### src/rtl/wb_hex_word_tx.sv
// wb_hex_word_tx: buffered hex-word printer.
// Words enter a 2^FIFO_LGDEPTH-entry FIFO on i_stb && o_ready. Each word is printed as an
// optional "0x" prefix, W/4 hex digits MSB-first, and an optional line ending. The output
// is a byte-wide char port for wb_uart_tx (o_tx_stb -> i_wr, o_tx_data -> i_data,
// i_tx_busy <- o_busy).
// Optional feature macro: WB_HEX_TX_DROP_CNT_EN (counts words offered while full on o_drops).
module wb_hex_word_tx #(
  parameter int W            = 32,
  parameter int FIFO_LGDEPTH = 2,
  parameter int PREFIX_EN    = 1,
  parameter int EOL_MODE     = 2,
  parameter int UPPERCASE    = 0
) (
  input  logic          i_clk,
  input  logic          i_reset,
  input  logic          i_stb,
  input  logic [W-1:0]  i_data,
  output logic          o_ready,
  output logic          o_busy,
  output logic          o_tx_stb,
  output logic [7:0]    o_tx_data,
  input  logic          i_tx_busy,
  output logic [15:0]   o_drops
);

  localparam int unsigned DEPTH  = 1 << FIFO_LGDEPTH;
  localparam int unsigned DIGITS = W / 4;
  localparam int unsigned DCW    = (DIGITS > 1) ? $clog2(DIGITS) : 1;

  localparam logic [DCW-1:0]        LAST_DIG   = DCW'(DIGITS - 1);
  localparam logic [FIFO_LGDEPTH:0] FULL_COUNT = (FIFO_LGDEPTH + 1)'(DEPTH);

  localparam logic [2:0] S_IDLE = 3'd0;
  localparam logic [2:0] S_P0   = 3'd1;
  localparam logic [2:0] S_PX   = 3'd2;
  localparam logic [2:0] S_DIG  = 3'd3;
  localparam logic [2:0] S_CR   = 3'd4;
  localparam logic [2:0] S_LF   = 3'd5;

  // Optional stages are skipped by choosing the entry/exit states at elaboration time.
  localparam logic [2:0] S_FIRST     = (PREFIX_EN != 0) ? S_P0 : S_DIG;
  localparam logic [2:0] S_AFTER_DIG = (EOL_MODE == 2) ? S_CR :
                                       (EOL_MODE == 1) ? S_LF : S_IDLE;

  logic [W-1:0]            mem [DEPTH];
  logic [FIFO_LGDEPTH-1:0] wr_ptr;
  logic [FIFO_LGDEPTH-1:0] rd_ptr;
  logic [FIFO_LGDEPTH:0]   count;

  logic [2:0]              state;
  logic [W-1:0]            sreg;
  logic [DCW-1:0]          dig_cnt;

  logic                    full;
  logic                    push;
  logic                    pop;
  logic                    consume;

  function automatic logic [7:0] hex_char(input logic [3:0] n);
    if (n < 4'd10)
      return 8'h30 + {4'h0, n};
    else if (UPPERCASE != 0)
      return 8'h37 + {4'h0, n};
    else
      return 8'h57 + {4'h0, n};
  endfunction

  // Full is taken from the registered count, so a same-cycle pop never frees a slot early.
  assign full     = (count == FULL_COUNT);
  assign o_ready  = !full;
  assign push     = i_stb && !full;
  assign pop      = (state == S_IDLE) && (count != '0);
  assign o_tx_stb = (state != S_IDLE);
  assign consume  = o_tx_stb && !i_tx_busy;
  assign o_busy   = (count != '0) || (state != S_IDLE);

  // FIFO storage write port.
  always_ff @(posedge i_clk) begin
    if (push)
      mem[wr_ptr] <= i_data;
  end

  // FIFO pointers and occupancy.
  always_ff @(posedge i_clk) begin
    if (i_reset) begin
      wr_ptr <= '0;
      rd_ptr <= '0;
      count  <= '0;
    end else begin
      if (push)
        wr_ptr <= wr_ptr + 1'b1;
      if (pop)
        rd_ptr <= rd_ptr + 1'b1;
      case ({push, pop})
        2'b10:   count <= count + 1'b1;
        2'b01:   count <= count - 1'b1;
        default: count <= count;
      endcase
    end
  end

  // Character sequencer: advances one char per consume, returns to IDLE after the last char.
  always_ff @(posedge i_clk) begin
    if (i_reset) begin
      state   <= S_IDLE;
      sreg    <= '0;
      dig_cnt <= '0;
    end else begin
      case (state)
        S_IDLE: begin
          if (pop) begin
            state   <= S_FIRST;
            sreg    <= mem[rd_ptr];
            dig_cnt <= '0;
          end
        end
        S_P0: if (consume) state <= S_PX;
        S_PX: begin
          if (consume) begin
            state   <= S_DIG;
            dig_cnt <= '0;
          end
        end
        S_DIG: begin
          if (consume) begin
            sreg <= sreg << 4;
            if (dig_cnt == LAST_DIG)
              state <= S_AFTER_DIG;
            else
              dig_cnt <= dig_cnt + 1'b1;
          end
        end
        S_CR: if (consume) state <= S_LF;
        S_LF: if (consume) state <= S_IDLE;
        default: state <= S_IDLE;
      endcase
    end
  end

  // Char decode from registered state/sreg: stable while the UART stalls, 00 when idle.
  always_comb begin
    o_tx_data = 8'h00;
    case (state)
      S_P0:    o_tx_data = 8'h30;
      S_PX:    o_tx_data = 8'h78;
      S_DIG:   o_tx_data = hex_char(sreg[W-1 -: 4]);
      S_CR:    o_tx_data = 8'h0D;
      S_LF:    o_tx_data = 8'h0A;
      default: o_tx_data = 8'h00;
    endcase
  end

`ifdef WB_HEX_TX_DROP_CNT_EN
  logic [15:0] drop_cnt;

  // Saturating count of words offered while the FIFO is full.
  always_ff @(posedge i_clk) begin
    if (i_reset)
      drop_cnt <= '0;
    else if (i_stb && full && (drop_cnt != '1))
      drop_cnt <= drop_cnt + 1'b1;
  end

  assign o_drops = drop_cnt;
`else
  assign o_drops = '0;
`endif

endmodule

### config.mk
export PLATFORM = sky130hd
export DESIGN_NAME = wb_hex_word_tx
export DESIGN_NICKNAME = d
export VERILOG_FILES = /design/src/rtl/wb_hex_word_tx.sv
export SDC_FILE = /design/constraint.sdc
export NUM_CORES = 1
export LEC_CHECK = 0
export CAP_MARGIN = 20
export CORE_MARGIN = 2
export CORE_UTILIZATION = 45
export CTS_CLUSTER_DIAMETER = 50
export CTS_CLUSTER_SIZE = 8
export DETAILED_ROUTE_END_ITERATION = 10
export DONT_BUFFER_PORTS = 1
export HOLD_SLACK_MARGIN = 0.08
export REMOVE_ABC_BUFFERS = 1
export SKIP_CTS_REPAIR_TIMING = 1
export SLEW_MARGIN = 10
export SYNTH_ARGS = -nofsm -noshare
export SYNTH_HDL_FRONTEND = slang
export SYNTH_SLANG_ARGS = --single-unit
export TNS_END_PERCENT = 100
### constraint.sdc
create_clock -name i_clk -period 4.2 [get_ports i_clk]
set_input_delay 1.05 -clock i_clk [delete_from_list [all_inputs] [get_ports i_clk]]
set_output_delay 1.05 -clock i_clk [all_outputs]
set_load 0.05 [all_outputs]
## Word level (Yosys, flattened, before mapping)

Memories as Yosys holds them, arrays and structs flattened. A register that Yosys moved wholly into a read port is not among the register bits.
Cells that the tools add are included.

- $add $sub $neg: 7
- Order comparisons: 1
- Equality and inequality tests: 17
- Mux-type cells: 22
- Reduce and logical (&&, ||, !) cells: 15

Operator list:

| operator | number |
|---|---|
| $mux 32 | 2 |
| $pmux 32 s2 | 1 |
| $pmux 8 s5 | 1 |
| $mux 3 | 10 |
| $pmux 3 s6 | 1 |
| $ne 2x2->1 const B | 8 |
| $eq 3x3->1 const B | 4 |
| $pmux 3 s3 | 1 |
| $reduce_bool 3->1 | 3 |
| $add 7x4->8 const A | 1 |
| $mux 8 | 1 |
| $add 6x4->7 const A | 1 |
| $reduce_and 7->1 | 1 |
| $add 3x1->3 const B | 2 |
| $eq 3x2->1 const B | 2 |
| $pmux 3 s2 | 1 |
| $reduce_and 5->1 | 1 |
| $add 2x1->2 const B | 2 |
| $lt 4x4->1 const B | 1 |
| $mux 2 | 2 |
| $reduce_bool 2->1 | 2 |
| $eq 3x1->1 const B | 1 |
| $logic_and 1x1->1 | 3 |
| $logic_not 3->1 | 1 |
| other kinds (7) | 9 |

- Flip-flop bits (word level): 45
- RAM bits: 128
- Input port bits: 36
- Output and inout port bits: 27
- Word-level logic and storage cells: 69
- Memories kept: 1

Memory list:

| name | words | bits a word | read ports | clocked after Yosys merged registers in | wr ports | line | RTL |
|---|---|---|---|---|---|---|---|
| mem | 4 | 32 | 1 | 1 | 1 | 45 | `logic [W-1:0] mem [DEPTH];` |

## Logic depth before layout (Yosys ltp)

Gate-level depths: netlist of run 1.

- Depth after elaboration: 5
- Gate-level depth with buffers: 9
- Mapped depth without buffers: 9

## Worst setup path before layout of run 1

Ideal clock, no wire load.

- Path type: register to output
- Start: register state[1]
- End: output o_tx_data[6]
- Arrival: 3.590 ns
- Required time: 3.150 ns
- Slack: -0.440 ns
- Cell stages (with the launch flop): 5
- Cells stage by stage: dfxtp_1 > buf_2 > inv_1 > ha_1 > a2111oi_0

- Word-level cells in the longest chain between the ends: 2

RTL lines:

| item | line | RTL |
|---|---|---|
| start, declared | 50 | `logic [2:0] state;` |
| start signal, assigned | 105 | `state <= S_IDLE;` |
| start signal, assigned | 112 | `state <= S_FIRST;` |
| start signal, assigned | 117 | `S_P0: if (consume) state <= S_PX;` |
| $eq 3x3->1, or another cell as far along | 143 | `case (state)` |
| $pmux 8 s5 * | 143 |  |
| end, declared | 21 | `output logic [7:0] o_tx_data,` |

Mark *: on every way between the ends. The rest lies on a longest branch, timed or not.

## Worst setup path in the final report of run 1

- Start: register state[1]
- End: output o_tx_data[4]

The elaborated chain is that of the path after synthesis.

==> key figures, run 1 <==
Power
  – Final Power: 0.005300 W
  – Pwr per Cell Area: 662.2 nW/um2
  – Clock share of power: 27.3%
  – Sw Share: 31.31%
  – Worst IR Drop VDD: 0.2967 mV
  – Sequential fraction of design power: 44.8%
  – Comb pwr share: 27.8%
  – Net Switching: 0.001660 W
  – Pleak: 2.641 nW
  – Internal power: 0.003640 W

Layout
  – Number of fill cells: 1350
  – Final core occ: 50.75%
  – Nets@finish: 536
  – Share of cells above drive strength 1: 21.47%
  – Layout area overhead: 10.83%
  – Ant diodes: 0

CTS
  – H-tree Lvls: 4
  – Root Buffer: clkbuf_16
  – Clock Path Buffers: 2
  – Clk sinks: 175
  – TritonCTS clock tree: built
  – Clock transition at the registers of the reported paths: 60 ps
  – CTS Buf Count: 17
  – Worst-Skew Late Latency: 420 ps

Critical path
  – WP buf/inv: 3
  – Type of origin of the critical path: flip-flop
  – Most frequent CP cell: buf_4
  – Worst Path Class, Setup: reg2out
  – CP peak stage delay: 690 ps
  – Cells along the critical path: inv_1 > ha_1 > a211oi_2 > buf_4 > o41a_1 > buf_4
  – CP arrival: 2680 ps
  – Crit path max fanout: 16
  – Critical path capture point type: primary output
  – CP top delay family: flip-flops
  – Slowest CP cell: dfxtp_1
  – Req. time, crit path: 3150 ps
  – Crit. path cell count: 6
  – Reg2reg path depth: 9

STA
  – # setup viols final: 0
  – Final critical-path share of the clock period: 88.81%
  – Final Max Slew Viols: 0
  – Fin worst setup slack: 470.0 ps
  – WHS: 454.1 ps
  – Fin crit period: 3730 ps
  – RSZ-0062 raised after global routing: no
  – Worst-Margin Slew: 792.9 ps
  – Worst rel slew slack: 47.14%
  – Fmax: 268.1 MHz
  – Sum Neg Setup Slack: 0 ps
  – Fin Clk Skew: 6.982 ps
  – Fin. Hold Viols: 0

Floorplanning
  – Rows: 46
  – # IOs: 63
  – Die area: 17080 um2
  – Starting Density: 45.79%
  – Core ar.: 15770 um2
  – Die W: 130.7 um
  – Die H: 130.7 um

Logic synthesis
  – Post-Syn Area: 7222 um2
  – Mapped Avg Cell Area: 14.98 um2
  – Unique cell type count in the Yosys netlist: 46
  – Post-synth ARST share: 0%
  – List of most frequent post-synthesis cells: edfxtp_1 (128), nand2_1 (67), dfxtp_1 (47)
  – Syn Inst Count: 482
  – Top_reg_cell synth: edfxtp_1
  – Synth top area share: 53.22%
  – #FFs+latches synth: 175
  – Top post-synthesis cells by area: edfxtp_1 (53%), dfxtp_1 (13%), mux4_2 (10%), a311oi_2 (4.2%), nand2_1 (3.5%)
  – Post-synth EDFFs: 128
  – Area leader, netlist: edfxtp_1
  – Register area share after synthesis: 66.25%
  – Most frequent cell after synthesis: edfxtp_1
  – Yosys warning count: 0

Route
  – Vias per cell: 5.377
  – Final wirelength: 12780 um
  – Drt drc: 0
  – DR vias: 3866
  – Antenna-violating nets left: 0
  – DR pass1 iterations: 4
  – Initial drt markers: 198
  – Drt wl/cell: 17.77 um

Run status
  – Status: finished, final reports clean

Min path
  – Hold Path Class: reg2reg
  – Hold path cells: 2

GRT
  – Antenna violations before repair: 0
  – Global-route wire length before repair: 20470 um
  – Aggregate global routing overflow: 0
  – All-Layer GR Usage: 16.29%
  – Largest net degree at the start of global routing: 47
  – Vias in the first global route: 3946

Flow run
  – Max Cap Violations: 0

Placed design
  – Port bufs: 0
  – Setup WS pre-CTS: 962.9 ps
  – Gpl congestion: 0.7386
  – Post-DP HPWL: 7320 um
## worst paths after layout
check | from | end | slack [ps]
hold / removal | dig_cnt[2] | dig_cnt[2] | 450
setup / recovery | state[1] | o_tx_data[4] | 470
setup reg to reg | state[1] | count[2] | 1290
hold reg to reg | dig_cnt[2] | dig_cnt[2] | 450
## cells in the final DEF, fill, tap and decap left out, drive strengths merged, types with 2 or more instances in the layout
cell | synthesis | routed
a2111oi | 2 | 2
a21oi | 16 | 16
a22oi | 4 | 4
a311oi | 28 | 28
and3 | 5 | 5
buf | 38 | 18
clkbuf | 7 | 21
clkinv | 0 | 6
clkinvlp | 0 | 4
conb | 1 | 17
dfxtp | 47 | 47
edfxtp | 128 | 128
ha | 9 | 9
inv | 12 | 12
mux4 | 32 | 32
nand2 | 67 | 67
nor2 | 43 | 43
nor2b | 4 | 4
nor3 | 6 | 6
o21ai | 3 | 3
o22ai | 2 | 2
or2 | 2 | 2
or3 | 3 | 3
or3b | 2 | 2
xnor2 | 3 | 3
xor2 | 3 | 3
## registers in the layout (all words and copies together) (netlist names), named ones only
register / cells
wr_ptr: 2
state: 3
rd_ptr: 2
count: 3
dig_cnt: 3
sreg: 32
mem: 128
## metal layers
metal  share of wire (%)  vias up  GRT usage [%]  wire (um)
met1                  43     1977          19.87       5492
met4                 1.2        0          5.695        151
li1                    -     1802              -          -
met2                  51       76          27.36       6487
met3                 5.1       11          5.456        647
met5                   0        -              0          0
## per-stage QoR
stage | cells | area (um2)
floorplan | 453 | 7000
global placement | 686 | 7425
detailed placement | 686 | 7425
CTS | 718 | 7976
global route | 719 | 8004
finish | 719 | 8004
## logic make-up after synthesis
| kind of cell | after synthesis | share of synthesized area (%) |
|---|---|---|
| flops | 175 | 66.25 |
| buf+inv | 57 | 4.522 |
| simple gates | 139 | 8.437 |
| other cells | 1 | 0.05193 |
| mux | 33 | 10.12 |
| fa+ha+maj | 10 | 1.836 |
| compound gates | 61 | 8.056 |
| xor+xnor | 6 | 0.7278 |
## final cells by class
class	instances	area, um2	area share (%)
clock buffer	21	460.4	5.753
clock inverter	11	91.34	1.141
inverter	12	45.04	0.5628
multi-input combinational	266	2196	27.43
sequential	175	4786	59.79
tap	216	270.3	3.377
timing repair buffer	18	155.1	1.938
## tightest hold or removal path, cell delays in order (launching register included)
cell	delay, ps
dfxtp_1	310
nand2_1	50
a21oi_1	50
## power groups by stage
stage	clock, W	combinational, W	sequential, W
2_1_floorplan	0	0.00114	0.00239
3_5_place_dp	0	0.00145	0.00242
6_report	0.00145	0.00148	0.00238
5_1_grt	0.00156	0.00163	0.00242
4_1_cts	0.00149	0.00145	0.00238
3_3_place_gp	0	0.00141	0.00240
No activity file was read; power rests on OpenSTA's default activity.
==> inputs of run 2 (changes only) <==
--- a/config.mk
+++ b/config.mk
@@ -13,6 +13,7 @@
 export DETAILED_ROUTE_END_ITERATION = 10
 export DONT_BUFFER_PORTS = 1
 export HOLD_SLACK_MARGIN = 0.08
+export PLACE_DENSITY = 0.6
 export REMOVE_ABC_BUFFERS = 1
 export SKIP_CTS_REPAIR_TIMING = 1
 export SLEW_MARGIN = 10
==> results of run 2 <==
Same layout as run 1: the final DEF is identical, and so are final timing and power.
